===== src/rtl/matrix_block_reader.sv =====
// Streams one matrix slot out of the shared matrix BRAM in row-major order.
// A 2-entry tagged FIFO absorbs the 1-cycle BRAM latency under downstream backpressure.
module matrix_block_reader #(
    parameter int BLOCK_SIZE = 1152,
    parameter int ADDR_WIDTH = 14,
    parameter int DATA_WIDTH = 32,
    parameter int DIM_WIDTH  = 6
) (
    input  logic                  clk,
    input  logic                  rst_n,
    input  logic                  start,
    input  logic [2:0]            matrix_id,
    input  logic [DIM_WIDTH-1:0]  rows,
    input  logic [DIM_WIDTH-1:0]  cols,
    output logic                  busy,
    output logic                  done,
    output logic                  error,
    output logic                  bram_en,
    output logic [ADDR_WIDTH-1:0] bram_addr,
    input  logic [DATA_WIDTH-1:0] bram_dout,
    output logic                  out_valid,
    input  logic                  out_ready,
    output logic [DATA_WIDTH-1:0] out_data,
    output logic [DIM_WIDTH-1:0]  out_row,
    output logic [DIM_WIDTH-1:0]  out_col,
    output logic                  out_last
);

    typedef enum logic [1:0] {IDLE, CHECK, READ, DRAIN} state_t;

    state_t                  state_q;
    logic                    busy_q, done_q, error_q;
    logic [ADDR_WIDTH-1:0]   base_q, addr_q;
    logic [DIM_WIDTH-1:0]    rows_q, cols_q, row_q, col_q;

    logic                    inflight_q;
    logic [DIM_WIDTH-1:0]    infl_row_q, infl_col_q;
    logic                    infl_last_q;

    logic [DATA_WIDTH-1:0]   fdata_q [2];
    logic [DIM_WIDTH-1:0]    frow_q  [2];
    logic [DIM_WIDTH-1:0]    fcol_q  [2];
    logic                    flast_q [2];
    logic                    rd_ptr_q, wr_ptr_q;
    logic [1:0]              count_q;

    logic                    pop, issue, issue_last, bad_dims;
    logic [2:0]              occupancy;
    logic [2*DIM_WIDTH-1:0]  area;
    logic [ADDR_WIDTH-1:0]   base_d;

    assign base_d     = ADDR_WIDTH'(matrix_id) * ADDR_WIDTH'(BLOCK_SIZE);
    assign area       = (2*DIM_WIDTH)'(rows_q) * (2*DIM_WIDTH)'(cols_q);
    assign bad_dims   = (rows_q == '0) || (cols_q == '0) || (area > (2*DIM_WIDTH)'(BLOCK_SIZE));

    assign pop        = (count_q != 2'd0) && out_ready;
    // Credit counts buffered plus in-flight words, freeing the slot popped this cycle.
    assign occupancy  = 3'(count_q) + 3'(inflight_q) - 3'(pop);
    assign issue      = (state_q == READ) && (occupancy < 3'd2);
    assign issue_last = (row_q == rows_q - DIM_WIDTH'(1)) && (col_q == cols_q - DIM_WIDTH'(1));

    assign bram_en    = issue;
    assign bram_addr  = addr_q;
    assign busy       = busy_q;
    assign done       = done_q;
    assign error      = error_q;
    assign out_valid  = (count_q != 2'd0);
    assign out_data   = fdata_q[rd_ptr_q];
    assign out_row    = frow_q[rd_ptr_q];
    assign out_col    = fcol_q[rd_ptr_q];
    assign out_last   = flast_q[rd_ptr_q];

    always_ff @(posedge clk or negedge rst_n) begin
        if (!rst_n) begin
            state_q     <= IDLE;
            busy_q      <= 1'b0;
            done_q      <= 1'b0;
            error_q     <= 1'b0;
            base_q      <= '0;
            addr_q      <= '0;
            rows_q      <= '0;
            cols_q      <= '0;
            row_q       <= '0;
            col_q       <= '0;
            inflight_q  <= 1'b0;
            infl_row_q  <= '0;
            infl_col_q  <= '0;
            infl_last_q <= 1'b0;
            fdata_q[0]  <= '0;
            fdata_q[1]  <= '0;
            frow_q[0]   <= '0;
            frow_q[1]   <= '0;
            fcol_q[0]   <= '0;
            fcol_q[1]   <= '0;
            flast_q[0]  <= 1'b0;
            flast_q[1]  <= 1'b0;
            rd_ptr_q    <= 1'b0;
            wr_ptr_q    <= 1'b0;
            count_q     <= 2'd0;
        end else begin
            done_q     <= 1'b0;
            error_q    <= 1'b0;
            inflight_q <= issue;
            if (issue) begin
                infl_row_q  <= row_q;
                infl_col_q  <= col_q;
                infl_last_q <= issue_last;
            end

            assert (!(inflight_q && !pop && count_q == 2'd2))
                else $error("matrix_block_reader: FIFO overflow");
            if (inflight_q) begin
                fdata_q[wr_ptr_q] <= bram_dout;
                frow_q[wr_ptr_q]  <= infl_row_q;
                fcol_q[wr_ptr_q]  <= infl_col_q;
                flast_q[wr_ptr_q] <= infl_last_q;
                wr_ptr_q          <= ~wr_ptr_q;
            end
            if (pop) begin
                rd_ptr_q <= ~rd_ptr_q;
            end
            count_q <= count_q + 2'(inflight_q) - 2'(pop);

            case (state_q)
                IDLE: begin
                    if (start) begin
                        base_q  <= base_d;
                        rows_q  <= rows;
                        cols_q  <= cols;
                        state_q <= CHECK;
                    end
                end
                CHECK: begin
                    if (bad_dims) begin
                        error_q <= 1'b1;
                        state_q <= IDLE;
                    end else begin
                        busy_q  <= 1'b1;
                        row_q   <= '0;
                        col_q   <= '0;
                        addr_q  <= base_q;
                        state_q <= READ;
                    end
                end
                READ: begin
                    if (issue) begin
                        addr_q <= addr_q + ADDR_WIDTH'(1);
                        if (col_q == cols_q - DIM_WIDTH'(1)) begin
                            col_q <= '0;
                            row_q <= row_q + DIM_WIDTH'(1);
                        end else begin
                            col_q <= col_q + DIM_WIDTH'(1);
                        end
                        if (issue_last) begin
                            state_q <= DRAIN;
                        end
                    end
                end
                DRAIN: begin
                    if (pop && flast_q[rd_ptr_q]) begin
                        done_q  <= 1'b1;
                        busy_q  <= 1'b0;
                        state_q <= IDLE;
                    end
                end
                default: state_q <= IDLE;
            endcase
        end
    end

endmodule

===== config.mk =====
export PLATFORM = sky130hd
export DESIGN_NAME = matrix_block_reader
export DESIGN_NICKNAME = d
export VERILOG_FILES = /design/src/rtl/matrix_block_reader.sv
export SDC_FILE = /design/constraint.sdc
export NUM_CORES = 1
export LEC_CHECK = 0
export BUFFER_PORTS_ARGS = -buffer_cell sky130_fd_sc_hd__clkbuf_2
export CAP_MARGIN = 25
export CORE_AREA = 2 2 126 128
export CTS_CLUSTER_SIZE = 24
export DETAILED_ROUTE_END_ITERATION = 12
export DIE_AREA = 0 0 128 130
export PLACE_DENSITY = 0.81
export SETUP_SLACK_MARGIN = 0.4
export SLEW_MARGIN = 20
export SYNTH_ARGS = -nofsm -noshare
export SYNTH_HDL_FRONTEND = slang
export SYNTH_SLANG_ARGS = --single-unit

===== constraint.sdc =====
create_clock -name clk -period 5.2 [get_ports clk]
set_clock_uncertainty 0.2 [all_clocks]
set_input_delay 0.78 -clock clk [delete_from_list [all_inputs] [get_ports clk]]
set_output_delay 0.78 -clock clk [all_outputs]
set_load 0.1 [all_outputs]

Yosys cells after proc, flatten, opt, wreduce, memory -nomap -nowiden
Cells that the tools add are included.
{ "totals": {"reg_bits": 158, "in_bits": 51, "out_inout_bits": 64, "wordCells": 119} }
{ "classes": {"add_sub_neg": 9, "mul": 2, "magnitude_cmp": 5, "n_eq_ne": 11, "n_mux": 45, "n_bitwise": 4, "n_reduce_logical": 18} }
{ "ops": {"columns": ["cell", "count"], "rows": [
  ["two-way mux 32 bit", 4],
  ["two-way mux 6 bit", 12],
  ["bitwise mux 64 bit", 1],
  ["demux 32 bit (select 1 bit)", 1],
  ["two-way mux 14 bit", 2],
  ["one-hot mux 14 bit (2 select lines)", 1],
  ["bitwise mux 12 bit", 2],
  ["one-hot mux 6 bit (2 select lines)", 2],
  ["adder 14 x 1 -> 14 bit (second input constant)", 1],
  ["adder 6 x 1 -> 6 bit (second input constant)", 2],
  ["== test 6 bit", 2],
  ["> comparator 12 x 11 -> 1 bit (second input constant)", 1],
  ["zero test 6 bit", 2],
  ["multiplier 6 x 6 -> 12 bit", 1],
  ["subtractor 6 x 1 -> 6 bit (second input constant)", 2],
  ["two-way mux 1 bit", 10],
  ["two-way mux 2 bit", 5],
  ["!= test 2 bit (second input constant)", 5],
  ["one-hot mux 2 bit (4 select lines)", 1],
  ["AND reduction 4 bit", 2],
  ["multiplier 3 x 4 -> 7 bit (second input constant)", 1],
  ["demux 6 bit (select 1 bit)", 1],
  ["AND reduction 3 bit", 2],
  ["nonzero test 2 bit", 3],
  ["19 further kinds", 28]
]} }

Logic depth before layout (Yosys ltp)
{ "logic_depth": {"word_depth": 7, "depth_mapped": 17} }

Worst setup path before layout
No wires, ideal clock.
{ "synth_path": {"path_kind": "register to register", "start": "reg rows_q[2]", "end": "reg addr_q[12] (netlist: bram_addr[12])", "arrival_ps": 4469, "required_time_ps": 4874, "path_slack_ps": 405, "path_stages_with_launch": 17, "synth_period_minus_slack_ps": 4795, "cell_sequence": "dfrtp_1 clkbuf_1 nand2_1 fa_1 inv_1 fa_1 inv_1 fa_1 inv_1 ha_1 a21o_1 a221oi_2 xnor2_1 a2111oi_4 o2111ai_2 nand2_1 mux2_2"} }
{ "synth_via": {"elab_chain_len": 5, "word_cells_on_any_way": 7} }
{ "synth_rtl": {"columns": ["item", "line", "text"], "rows": [
  ["start: declaration", "34", "logic [DIM_WIDTH-1:0] rows_q, cols_q, row_q, col_q;"],
  ["start signal: assignment", "128", "rows_q <= rows;"],
  ["multiplier 6 x 6 -> 12 bit / zero test 6 bit (equally long branches)", "53, 54", null],
  ["> comparator 12 x 11 -> 1 bit / logical OR 1 bit (equally long branches)", "54", "assign bad_dims = (rows_q == '0) || (cols_q == '0) || (area > (2*DIM_WIDTH)'(BLOCK_SIZE));"],
  ["logical OR 1 bit (*)", "54", null],
  ["!= test 2 bit (no source line) (*)", null, null],
  ["AND reduction 3 bit (no source line) (*)", null, null],
  ["end signal: assignment", "141", "addr_q <= base_q;"],
  ["end signal: assignment", "147", "addr_q <= addr_q + ADDR_WIDTH'(1);"],
  ["end: declaration", "33", "logic [ADDR_WIDTH-1:0] base_q, addr_q;"]
]} }
Mark *: on every way between the ends. The rest lies on a longest branch, timed or not.
A chain may end at the register's enable or synchronous reset.

Worst setup path after layout
{ "layout_path": {"start": "reg cols_q[2]", "end": "reg addr_q[12] (netlist: bram_addr[12])"} }
{ "layout_via": {"elab_chain_len": 5, "word_cells_on_any_way": 7} }
{ "layout_rtl": {"columns": ["item", "line", "text"], "rows": [
  ["start: declaration", "34", null],
  ["start signal: assignment", "129", "cols_q <= cols;"],
  ["multiplier 6 x 6 -> 12 bit / zero test 6 bit (equally long branches)", "53, 54", null],
  ["> comparator 12 x 11 -> 1 bit / logical OR 1 bit (equally long branches)", "54", null],
  ["logical OR 1 bit (*)", "54", null],
  ["!= test 2 bit (no source line) (*)", null, null],
  ["AND reduction 3 bit (no source line) (*)", null, null]
]} }
Marks and branches as above.

==> run_results.csv <==
group,metric,value,unit
run_status,status,"complete, no violations",
yosys,async_reset_ff_share,100,%
finish,layout.area.seq,0.00387,sq mm
yosys,synth_enable_flop_cells,0,
finish,layout.filler_cells,1220,
floorplanning,placement_rows,46,
routing,firstDrtPassIters,5,
power,power_density,381,mW/mm^2
global_routing,grt_max_degree,59,
sta,slew_headroom,60.1,%
setup_path,worst_ep_required_time,5.31,ns
floorplanning,dieWidth,128,um
setup_path,destination_of_the_worst_register_to_register_timing_path,"bram_addr[12]$_DFFE_PN0P_",
floorplanning,dieArea,0.0166,sq mm
yosys,synth_area,0.00824,sq mm
floorplanning,die_extent_in_y,130,um
yosys,synthMuxAreaShare,20.3,%
global_routing,initial_antenna_violation_count,0,
yosys,synth_seq_cells,154,
sta,timing.final.crit_share,89.0,%
place,finalWeightedCongestion,0.925,
sta,max_clock_freq,216,MHz
routing,detail-route-antenna-nets,0,
yosys,post_synth_xor_area_fraction,2.55,%
sta,rsz_0062_raised_after_global_routing,"no",
clock_network,tritoncts.num_buffers,17,
clock_network,clk_pin_slew,0.06,ns
hold_path,hold_path_class,"primary input to async pin",
setup_path,end_kind,"flip-flop",
clock_network,clkSinkCount,154,
sta,final-max-slew-violation-count,0,
yosys,synth_top_family_by_area,"multiplexers",
sta,setup_violations,0,
place,detailedPlacementHpwl,12000,um
yosys,yosys_warnings,0,
sta,tightestPinTransition,0.599,ns
floorplanning,floorplan.core_area,0.0154,sq mm
setup_path,setup.worst_path.start,"cols_q[2]$_DFFE_PN0P_",
clock_network,cts.htree.levels,4,
global_routing,grt_first_pass_wirelength,29100,um
finish,antenna-diode-count,0,
power,power.leakage,0.00488,uW
clock_network,clock_root_buffer,"sky130_fd_sc_hd__clkbuf_16",
yosys,synthDistinctLibCells,56,
sta,period_minus_slack,4.63,ns
yosys,yosysSeqAreaShare,46.7,%
global_routing,grt_util_all_layers,22.1,%
sta,final_hold_viol_count,0,
routing,vias_per_cell,5.62,
finish,drive_above_1_share,40.0,%
routing,average_detailed_routed_wire_length_per_instance,16.7,um
routing,dr_total_vias,5867,
yosys,netlist_instances,723,
setup_path,timing_worst_setup_path_type,"flip-flop to flip-flop",
setup_path,cp_max_fo,12,
clock_network,clk_latency,0.42,ns
job,cap_violations,0,
clock_network,cts_tree,"built",
global_routing,grt_remaining_overflow,0,
finish,final_nets,937,
floorplanning,boundaryPins,115,
setup_path,rr_worst_depth,14,
routing,detail_route.drc_violations,0,
sta,timing.setup.tns,0,ns
yosys,synth_flop_cell,"sky130_fd_sc_hd__dfrtp_1",
place,postPlaceCellArea,0.00901,sq mm
power,vdd_drop_max,0.254,mV
setup_path,rr_startpoint,"cols_q[2]$_DFFE_PN0P_",
global_routing,first_global_vias,5880,
routing,drt-total-wl,17400,um
yosys,fraction_of_the_mapped_netlist_area_in_compound_gates,6.48,%
yosys,synth_area_per_cell,11.4,sq um
setup_path,r2r_setup_slack,0.57,ns
yosys,post_synth_fa_ha_maj_area_fraction,8.62,%
finish,areaGrowthSynthToFinish,17.6,%
finish,multiInputGateArea,0.00411,sq mm
place,number_of_buffers_inserted_by_port_buffering,114,
yosys,syn_nets,820,
clock_network,cts_max_path_buffers,2,
yosys,synth_simple_gate_area_share,11.5,%
floorplanning,floorplan.initialDensity,53.4,%
setup_path,worstPathArrival,4.74,ns
finish,final_area,0.00970,sq mm
clock_network,count_of_hold_buffers_inserted_by_post_cts_repair,0,
setup_path,cp_launch_type,"flip-flop",
routing,initialDrtViolationCount,380,
state kept, by name, indices dropped and copies added, names as in the netlist, 2 cells and up, named ones only:
| signal | flops |
|---|---|
| base_q | 3 |
| count_q | 2 |
| rows_q | 6 |
| cols_q | 6 |
| bram_addr | 14 |
| col_q | 6 |
| fcol_q | 12 |
| flast_q | 2 |
| row_q | 6 |
| frow_q | 12 |
| infl_row_q | 6 |
| infl_col_q | 6 |
| fdata_q | 64 |
cells by family (layout without fill, tap and decap cells):
| group | after synthesis | after routing |
|---|---|---|
| and+or+nand+nor | 199 | 199 |
| DFF | 154 | 154 |
| muxes | 149 | 149 |
| AOI/OAI and AO/OA | 76 | 76 |
| buffers and inverters | 75 | 204 |
| adders and majority gates | 46 | 46 |
| xor gates and xnor gates | 24 | 24 |
metrics by stage:
step                instances  util, %  hold WS, ns  worst slack (ns)  total power [uW]
floorplan                 723        -        0.258             0.405              2240
global placement         1003     58.3        0.278             0.385              2440
detailed placement       1004     58.4        0.286             0.289              2460
CTS                      1037     62.4        0.131             0.413              3710
global route             1044     62.9        0.153             0.397              3840
finish                   1044     62.9        0.109             0.570              3690
timing repair:
action | 4_1_cts | 5_1_grt
gates resized for setup | 4 | 10
setup buffers | 2 | 7
endpoints found under the setup margin | 14 | 25
pin swaps | 0 | 2
area by class of cell:
type,instances,area share [%]
Clock buffer,20,4.61
Multi-Input combinational cell,494,42.4
Inverter,38,1.47
Timing Repair Buffer,135,7.68
Clock inverter,11,1.50
Tap cell,192,2.48
Sequential cell,154,39.9
layout by cell type, fill, tap and decap left out, types with 4 or more instances in the layout:
cell	n
sky130_fd_sc_hd__mux2_2	147
sky130_fd_sc_hd__dfrtp_1	144
sky130_fd_sc_hd__clkbuf_2	114
sky130_fd_sc_hd__nand2_1	87
sky130_fd_sc_hd__inv_1	37
sky130_fd_sc_hd__nand3_1	28
sky130_fd_sc_hd__ha_1	28
sky130_fd_sc_hd__nor2_1	23
sky130_fd_sc_hd__o21ai_0	20
sky130_fd_sc_hd__buf_4	19
sky130_fd_sc_hd__fa_1	18
sky130_fd_sc_hd__clkbuf_16	17
sky130_fd_sc_hd__and2_1	16
sky130_fd_sc_hd__xnor2_1	15
sky130_fd_sc_hd__a21oi_1	14
sky130_fd_sc_hd__dfrtp_2	10
sky130_fd_sc_hd__xor2_1	9
sky130_fd_sc_hd__and3_1	7
sky130_fd_sc_hd__a31oi_1	7
sky130_fd_sc_hd__or2_2	5
sky130_fd_sc_hd__a21o_1	5
sky130_fd_sc_hd__nand2b_1	5
sky130_fd_sc_hd__or3_1	5
sky130_fd_sc_hd__nor3_1	4
sky130_fd_sc_hd__a22oi_1	4
report_power, final:
part           internal, uW  switching (uW)
registers              1230            57.6
clock network           764             475
logic                   317             850
per-layer routing:
metal  part of all wire (%)  global-route usage, %
met5                      0                      0
met4                    1.6                   7.95
met3                    6.5                   5.00
met2                     47                   35.7
met1                     45                   29.6
synth_stat cells, drive strengths merged, types with 8 or more instances:
master    n  area (sq um)
dfrtp   154          3850
xnor2    15           131
a21oi    15          75.1
buf      10          67.6
and2     16           100
o21ai    20           100
ha       28           350
nand3    28           140
clkbuf   27           101
mux2    147          1660
nor2     24          92.6
a31oi     8          50.1
xor2      9          78.8
nand2    90           340
inv      37           139
fa       18           360
worst max-delay path: stages, from the launching register on:
cell                        delay [ns]
sky130_fd_sc_hd__dfrtp_2          0.48
sky130_fd_sc_hd__and2_1           0.18
sky130_fd_sc_hd__fa_1             0.53
sky130_fd_sc_hd__inv_1            0.05
sky130_fd_sc_hd__fa_1             0.47
sky130_fd_sc_hd__fa_1             0.54
sky130_fd_sc_hd__inv_1            0.05
sky130_fd_sc_hd__ha_1             0.35
sky130_fd_sc_hd__a21o_1           0.24
sky130_fd_sc_hd__a21oi_2          0.20
sky130_fd_sc_hd__xnor2_1          0.12
sky130_fd_sc_hd__a2111oi_4        0.42
sky130_fd_sc_hd__o2111ai_2        0.17
sky130_fd_sc_hd__nand2_2          0.16
sky130_fd_sc_hd__mux2_2           0.34
worst max-delay path by stage:
stage	end	slack (ns)
final	bram_addr[12]$_DFFE_PN0P_	0.57
after global routing	col_q[0]$_DFFE_PN0P_	0.40
after CTS	col_q[2]$_DFFE_PN0P_	0.41
after detailed placement	bram_addr[12]$_DFFE_PN0P_	0.29
after global placement	bram_addr[12]$_DFFE_PN0P_	0.39
after floorplan	bram_addr[12]$_DFFE_PN0P_	0.40
Power figures use the tool's default switching activity.
